<file path="config.mk">
export PLATFORM = sky130hd
export DESIGN_NAME = mem_arbiter
export DESIGN_NICKNAME = d
export VERILOG_FILES = /design/src/rtl/mem_arbiter_pkg.sv /design/src/rtl/mem_arbiter_rr_arbiter2.sv /design/src/rtl/mem_arbiter.sv
export SDC_FILE = /design/constraint.sdc
export NUM_CORES = 1
export LEC_CHECK = 0
export CORE_MARGIN = 5
export CORE_UTILIZATION = 37
export CTS_CLUSTER_DIAMETER = 40
export DETAILED_ROUTE_END_ITERATION = 10
export PLACE_DENSITY = 0.86
export SETUP_SLACK_MARGIN = 0.3
export SYNTH_ARGS = -nofsm -noshare
export SYNTH_HDL_FRONTEND = slang
export SYNTH_HIERARCHICAL = 1
export SYNTH_SLANG_ARGS = --single-unit
</file>
<file path="constraint.sdc">
create_clock -name clk -period 2.05 [get_ports clk]
set_input_delay 0.41 -clock clk [delete_from_list [all_inputs] [get_ports clk]]
set_output_delay 0.41 -clock clk [all_outputs]
set_load 0.01 [all_outputs]
</file>
<file path="src/rtl/mem_arbiter_pkg.sv">
`default_nettype none
// ============================================================================
// mem_arbiter_pkg : shared state and owner types for the memory arbiter
// Revision 1.0
// ============================================================================
package mem_arbiter_pkg;

  typedef enum logic [1:0] {
    IDLE = 2'd0,
    WAIT = 2'd1,
    RESP = 2'd2
  } arb_state_t;

  typedef enum logic {
    OWN_INST = 1'b0,
    OWN_DATA = 1'b1
  } owner_t;

endpackage
`default_nettype wire

</file>
<file path="src/rtl/mem_arbiter_rr_arbiter2.sv">
`default_nettype none
// ============================================================================
// rr_arbiter2 : combinational 2-way round-robin grant (bit 0 inst, bit 1 data)
// Revision 1.0
// ============================================================================
module rr_arbiter2
  import mem_arbiter_pkg::*;
(
  input  logic [1:0] req,
  input  owner_t     last_grant,
  output logic       grant_valid,
  output owner_t     grant
);

  always_comb begin
    grant_valid = |req;
    grant       = OWN_INST;
    case (req)
      2'b01:   grant = OWN_INST;
      2'b10:   grant = OWN_DATA;
      // On a tie the side that did not win last time goes first
      2'b11:   grant = (last_grant == OWN_INST) ? OWN_DATA : OWN_INST;
      default: grant = OWN_INST;
    endcase
  end

endmodule
`default_nettype wire

</file>
<file path="src/rtl/mem_arbiter.sv">
`default_nettype none
// ============================================================================
// mem_arbiter : shares one memory port between fetch and data, one txn at a time
// Revision 1.0
// ============================================================================
module mem_arbiter
  import mem_arbiter_pkg::*;
#(
  parameter int DATA_WIDTH      = 32,
  parameter int BYTE_DATA_WIDTH = 4,
  parameter int TIMEOUT_CYCLES  = 256
) (
  input  logic                       clk,
  input  logic                       rst,
  input  logic                       inst_req,
  input  logic [DATA_WIDTH-1:0]      inst_addr,
  output logic                       inst_valid,
  output logic [DATA_WIDTH-1:0]      inst_data,
  input  logic                       data_req,
  input  logic                       data_we,
  input  logic [BYTE_DATA_WIDTH-1:0] byte_enable,
  input  logic [DATA_WIDTH-1:0]      data_addr,
  input  logic [DATA_WIDTH-1:0]      wdata,
  output logic                       data_valid,
  output logic [DATA_WIDTH-1:0]      rdata,
  output logic                       mem_req,
  output logic                       mem_we,
  output logic [BYTE_DATA_WIDTH-1:0] mem_be,
  output logic [DATA_WIDTH-1:0]      mem_addr,
  output logic [DATA_WIDTH-1:0]      mem_wdata,
  input  logic                       mem_valid,
  input  logic [DATA_WIDTH-1:0]      mem_rdata,
  output logic                       bus_error
);

  localparam int                   C_CNT_W    = $clog2(TIMEOUT_CYCLES) + 1;
  localparam logic [C_CNT_W-1:0]   C_CNT_LAST = C_CNT_W'(TIMEOUT_CYCLES - 1);

  arb_state_t         r_state;
  arb_state_t         w_state_nxt;
  owner_t             r_owner;
  owner_t             r_last_grant;
  owner_t             w_grant;
  logic               w_grant_valid;
  logic               w_capture;
  logic               w_timeout;
  logic [C_CNT_W-1:0] r_cnt;

  rr_arbiter2 u_rr (
    .req         ({data_req, inst_req}),
    .last_grant  (r_last_grant),
    .grant_valid (w_grant_valid),
    .grant       (w_grant)
  );

  always_ff @(posedge clk) begin
    if (rst) r_state <= IDLE;
    else     r_state <= w_state_nxt;
  end

  // A response arriving on the timeout cycle takes priority over the abort
  always_comb begin
    w_state_nxt = r_state;
    w_capture   = 1'b0;
    w_timeout   = 1'b0;
    case (r_state)
      IDLE: if (w_grant_valid) w_state_nxt = WAIT;
      WAIT: begin
        if (mem_valid) begin
          w_capture   = 1'b1;
          w_state_nxt = RESP;
        end else if (r_cnt == C_CNT_LAST) begin
          w_timeout   = 1'b1;
          w_state_nxt = RESP;
        end
      end
      RESP:    w_state_nxt = IDLE;
      default: w_state_nxt = IDLE;
    endcase
  end

  always_ff @(posedge clk) begin
    if (rst) begin
      r_owner      <= OWN_INST;
      r_last_grant <= OWN_INST;
      r_cnt        <= '0;
      mem_req      <= 1'b0;
      mem_we       <= 1'b0;
      mem_be       <= '0;
      mem_addr     <= '0;
      mem_wdata    <= '0;
      inst_valid   <= 1'b0;
      data_valid   <= 1'b0;
      bus_error    <= 1'b0;
      inst_data    <= '0;
      rdata        <= '0;
    end else begin
      inst_valid <= 1'b0;
      data_valid <= 1'b0;
      bus_error  <= 1'b0;
      case (r_state)
        IDLE: begin
          if (w_grant_valid) begin
            r_owner <= w_grant;
            r_cnt   <= '0;
            mem_req <= 1'b1;
            if (w_grant == OWN_DATA) begin
              mem_we    <= data_we;
              mem_be    <= byte_enable;
              mem_addr  <= data_addr;
              mem_wdata <= wdata;
            end else begin
              mem_we    <= 1'b0;
              mem_be    <= '1;
              mem_addr  <= inst_addr;
              mem_wdata <= '0;
            end
          end
        end
        WAIT: begin
          r_cnt <= r_cnt + C_CNT_W'(1);
          if (w_capture || w_timeout) begin
            mem_req   <= 1'b0;
            r_cnt     <= '0;
            bus_error <= w_timeout;
            if (r_owner == OWN_INST) begin
              inst_valid <= 1'b1;
              inst_data  <= w_capture ? mem_rdata : '0;
            end else begin
              data_valid <= 1'b1;
              rdata      <= (w_capture && !mem_we) ? mem_rdata : '0;
            end
          end
        end
        RESP: begin
          r_last_grant <= r_owner;
          r_cnt        <= '0;
        end
        default: r_cnt <= '0;
      endcase
    end
  end

endmodule
`default_nettype wire

</file>
==> results.yml <==
run_status:
  outcome: "finished, final reports clean"
min_path:
  min_delay_worst_endpoint: "r_cnt[1]$_SDFFE_PP0P_"
  holdPathStages: 2
  hold_path.startpoint: "rst"
  hold_crit_path_type: "in2reg"
placement:
  place.gp.congestion: 0.829
  dp_slack_ns: -0.0813
  port-buffer-count: 274
  place.detailed.instances: 1068
  hpwlAfterDp_mm: 13.4
power:
  power_leakage_nw: 4.53
  pwr_density_cell_mw_per_mm2: 755
  ir_drop_v: 0.000670
  internal-power_mw: 5.82
  switching_share_pct: 25.7
  part_of_the_power_in_the_clock_network_pct: 40.3
  comb_power_share_pct: 18.9
  switchingPower_mw: 2.01
  sequential_share_of_power_pct: 40.8
die:
  total_core_area_mm2: 0.0157
  placementRows: 46
  dieHeight_um: 136
  floorplan.io_pins: 275
  initial_core_utilization_pct: 37.4
  die_w_um: 136
  die_area_mm2: 0.0185
routing:
  vias: 5995
  per_cell_routed_wire_length_um: 19.0
  via_density: 5.35
  detail-route-antenna-nets: 0
  totalWireLength_mm: 21.3
  detail_route.iter0.violations: 252
  dr.pass1.iters: 5
  drcViolationCount: 0
synth:
  synth.most_common_cell: "sky130_fd_sc_hd__dfxtp_1"
  synth_commonest_cells: "sky130_fd_sc_hd__dfxtp_1 (150), sky130_fd_sc_hd__a21oi_1 (72), sky130_fd_sc_hd__clkbuf_1 (43), sky130_fd_sc_hd__nor2_1 (43), sky130_fd_sc_hd__nand2_1 (40)"
  netlist.top_cell.by_area: "sky130_fd_sc_hd__dfxtp_1"
  synth.top_cells.by_area: "sky130_fd_sc_hd__dfxtp_1 (51%), sky130_fd_sc_hd__a21oi_1 (6.1%), sky130_fd_sc_hd__mux2i_1 (5.6%)"
  synth_async_sr_flop_share_pct: 0
  post_synth_edffs: 0
  netlist_area_mm2: 0.00587
  yosysSeqAreaShare_pct: 51.2
  yosysUniqueCellTypes: 39
  synth_fp_nets: 761
  yosys.area.top_type_share_pct: 51.2
  ys_seq_elements: 150
  yosysWarnings: 6
  postSynthCellCount: 621
  primary_flip_flop_cell_chosen_by_synthesis_mapping: "sky130_fd_sc_hd__dfxtp_1"
  synth_area_per_cell_um2: 9.45
cells_and_area:
  post_route_cells_drive_above_1_share_pct: 15.0
  fin_cells: 1121
  final_nets: 1034
  final_util_pct: 66.1
  num_antenna_cells: 0
  area_growth_pct: 76.8
sta:
  setup_tns_ns: 0
  finalClockSkew_ns: 0.00746
  setup_ws_ns: 0.0997
  actual_slew_at_the_worst_max_slew_pin_ns: 0.623
  final_max_slew_viol_count: 0
  setup_viol: 0
  timing.final.crit_period_ns: 1.95
  timing.final.crit_share_pct: 95.1
  final_hold_viol_count: 0
  max_clock_freq_mhz: 513
  max_slew_margin_pct: 58.4
  rsz0062_at_grt: "yes"
critical_path:
  reg2reg_slack_ns: 0.1
  critPathCaptureType: "flop"
  setup.worst_path.start_class: "flop"
  r2r-start: "r_cnt[1]$_SDFFE_PP0P_"
  crit_fanout: 3
  crit-reg2reg-capture: "r_cnt[7]$_SDFFE_PP0P_"
  worstRegToRegCells: 7
  criticalPathCategory: "reg2reg"
  wp_data_required_ns: 2.39
  cp_data_arrival_time_ns: 2.29
grt:
  grt_max_degree: 69
  grt_first_pass_wirelength_mm: 29.7
  grt.total_usage_pct: 20.1
  initial_antenna_violation_count: 0
  first_global_vias: 5739
  global_route.overflow_total: 0
clock_tree:
  cts-htree-levels: 4
  cts_buffers: 17
  clk_path_buf_depth: 2
  clkLatencyLatePin_ns: 0.41
  clk_pin_slew_worst_paths_ns: 0.06
  cts_root_buf: "sky130_fd_sc_hd__clkbuf_16"
  cts_sinks: 150
  tritoncts: "done"
job:
  max-cap-violations: 0
state kept, by name, indices dropped and copies added, names as in the netlist:
signal,count
r_cnt,9
inst_data,32
r_state,2
inst_valid,1
mem_req,1
rdata,32
mem_we,1
mem_be,4
r_owner,1
mem_addr,32
bus_error,1
mem_wdata,32
data_valid,1
r_last_grant,1
final cells by class:
type,count,area [µm²]
Clock inverter,7,93.8
Timing Repair Buffer,324,3460
Multi-Input combinational cell,400,3040
Inverter,1,3.75
Tap cell,216,270
Clock buffer,23,508
Sequential cell,150,3010
Fill cell,1166,5330
repair_timing:
action,CTS,global route
resized for setup,32,128
hold buffers,0,0
endpoints found under the setup margin,53,141
pin swaps,23,32
setup buffers,10,6
gates cloned,2,5
cells by family (layout without fill, tap and decap cells):
group           count (synthesis)  after routing  share of synthesized area [%]
flops                         150            150                           51.2
simple gates                  182            182                           16.7
buf+inv                        71            355                           5.07
fa+ha+maj                       2              2                          0.426
mux                            33             33                           5.63
compound gates                182            182                           20.8
xor+xnor                        1              1                          0.149
worst max path at each step:
stage / from / end / slack [ns] / depth (start not counted)
6_report: r_cnt[1]$_SDFFE_PP0P_ / r_cnt[7]$_SDFFE_PP0P_ / 0.1 / 7
5_1_grt: r_cnt[1]$_SDFFE_PP0P_ / r_cnt[7]$_SDFFE_PP0P_ / 0.03 / 7
4_1_cts: r_cnt[1]$_SDFFE_PP0P_ / r_cnt[7]$_SDFFE_PP0P_ / 0.14 / 7
3_5_place_dp: data_req / mem_wdata[23]$_SDFFE_PP0P_ / -0.08 / 6
3_3_place_gp: mem_valid / r_cnt[7]$_SDFFE_PP0P_ / 0.01 / 4
2_1_floorplan: r_cnt[1]$_SDFFE_PP0P_ / r_cnt[7]$_SDFFE_PP0P_ / 0.16 / 7
worst max-delay path, stage by stage (launching register included):
cell and delay (ns):
sky130_fd_sc_hd__dfxtp_2 0.33, sky130_fd_sc_hd__ha_4 0.16, sky130_fd_sc_hd__nand3_2 0.07, sky130_fd_sc_hd__nor2_2 0.04, sky130_fd_sc_hd__ha_2 0.18, sky130_fd_sc_hd__or4b_4 0.51, sky130_fd_sc_hd__or4_4 0.43, sky130_fd_sc_hd__a31oi_2 0.17
power groups by stage:
stage               Sequential, mW  Combinational, mW  Clock, mW
floorplan                     3.29              0.506          0
global placement              3.23               1.31          0
detailed placement            3.24               1.33          0
CTS                           3.18               1.36       3.23
global route                  3.21               1.58       3.35
finish                        3.19               1.48       3.16
stage by stage:
step	hold WS, ns	total power [mW]	cell area (µm²)
floorplan	0.452	3.80	5880
global placement	0.437	4.54	8900
detailed placement	0.443	4.57	8900
CTS	0.386	7.76	9640
global route	0.411	8.15	10400
finish	0.403	7.83	10400
routing by layer:
layer  vias up  global-route usage, %  part of all wire [%]
met1      2839                   23.5                    38
met4         0                   5.49                   2.1
met2       276                   34.2                    50
met5         -                      0                     0
met3        33                   8.44                    10
li1       2847                      -                     -
cell usage in the layout (no fill, tap or decap), drive strengths merged, types with 33 or more instances in the layout:
master / instances
a21oi: 72
nand2: 40
dlymetal6s2s: 50
nand3: 37
buf: 47
clkdlybuf4s50: 210
dfxtp: 150
nor2: 43
o31ai: 34
mux2i: 33
No activity file was read; power rests on OpenSTA's default activity.
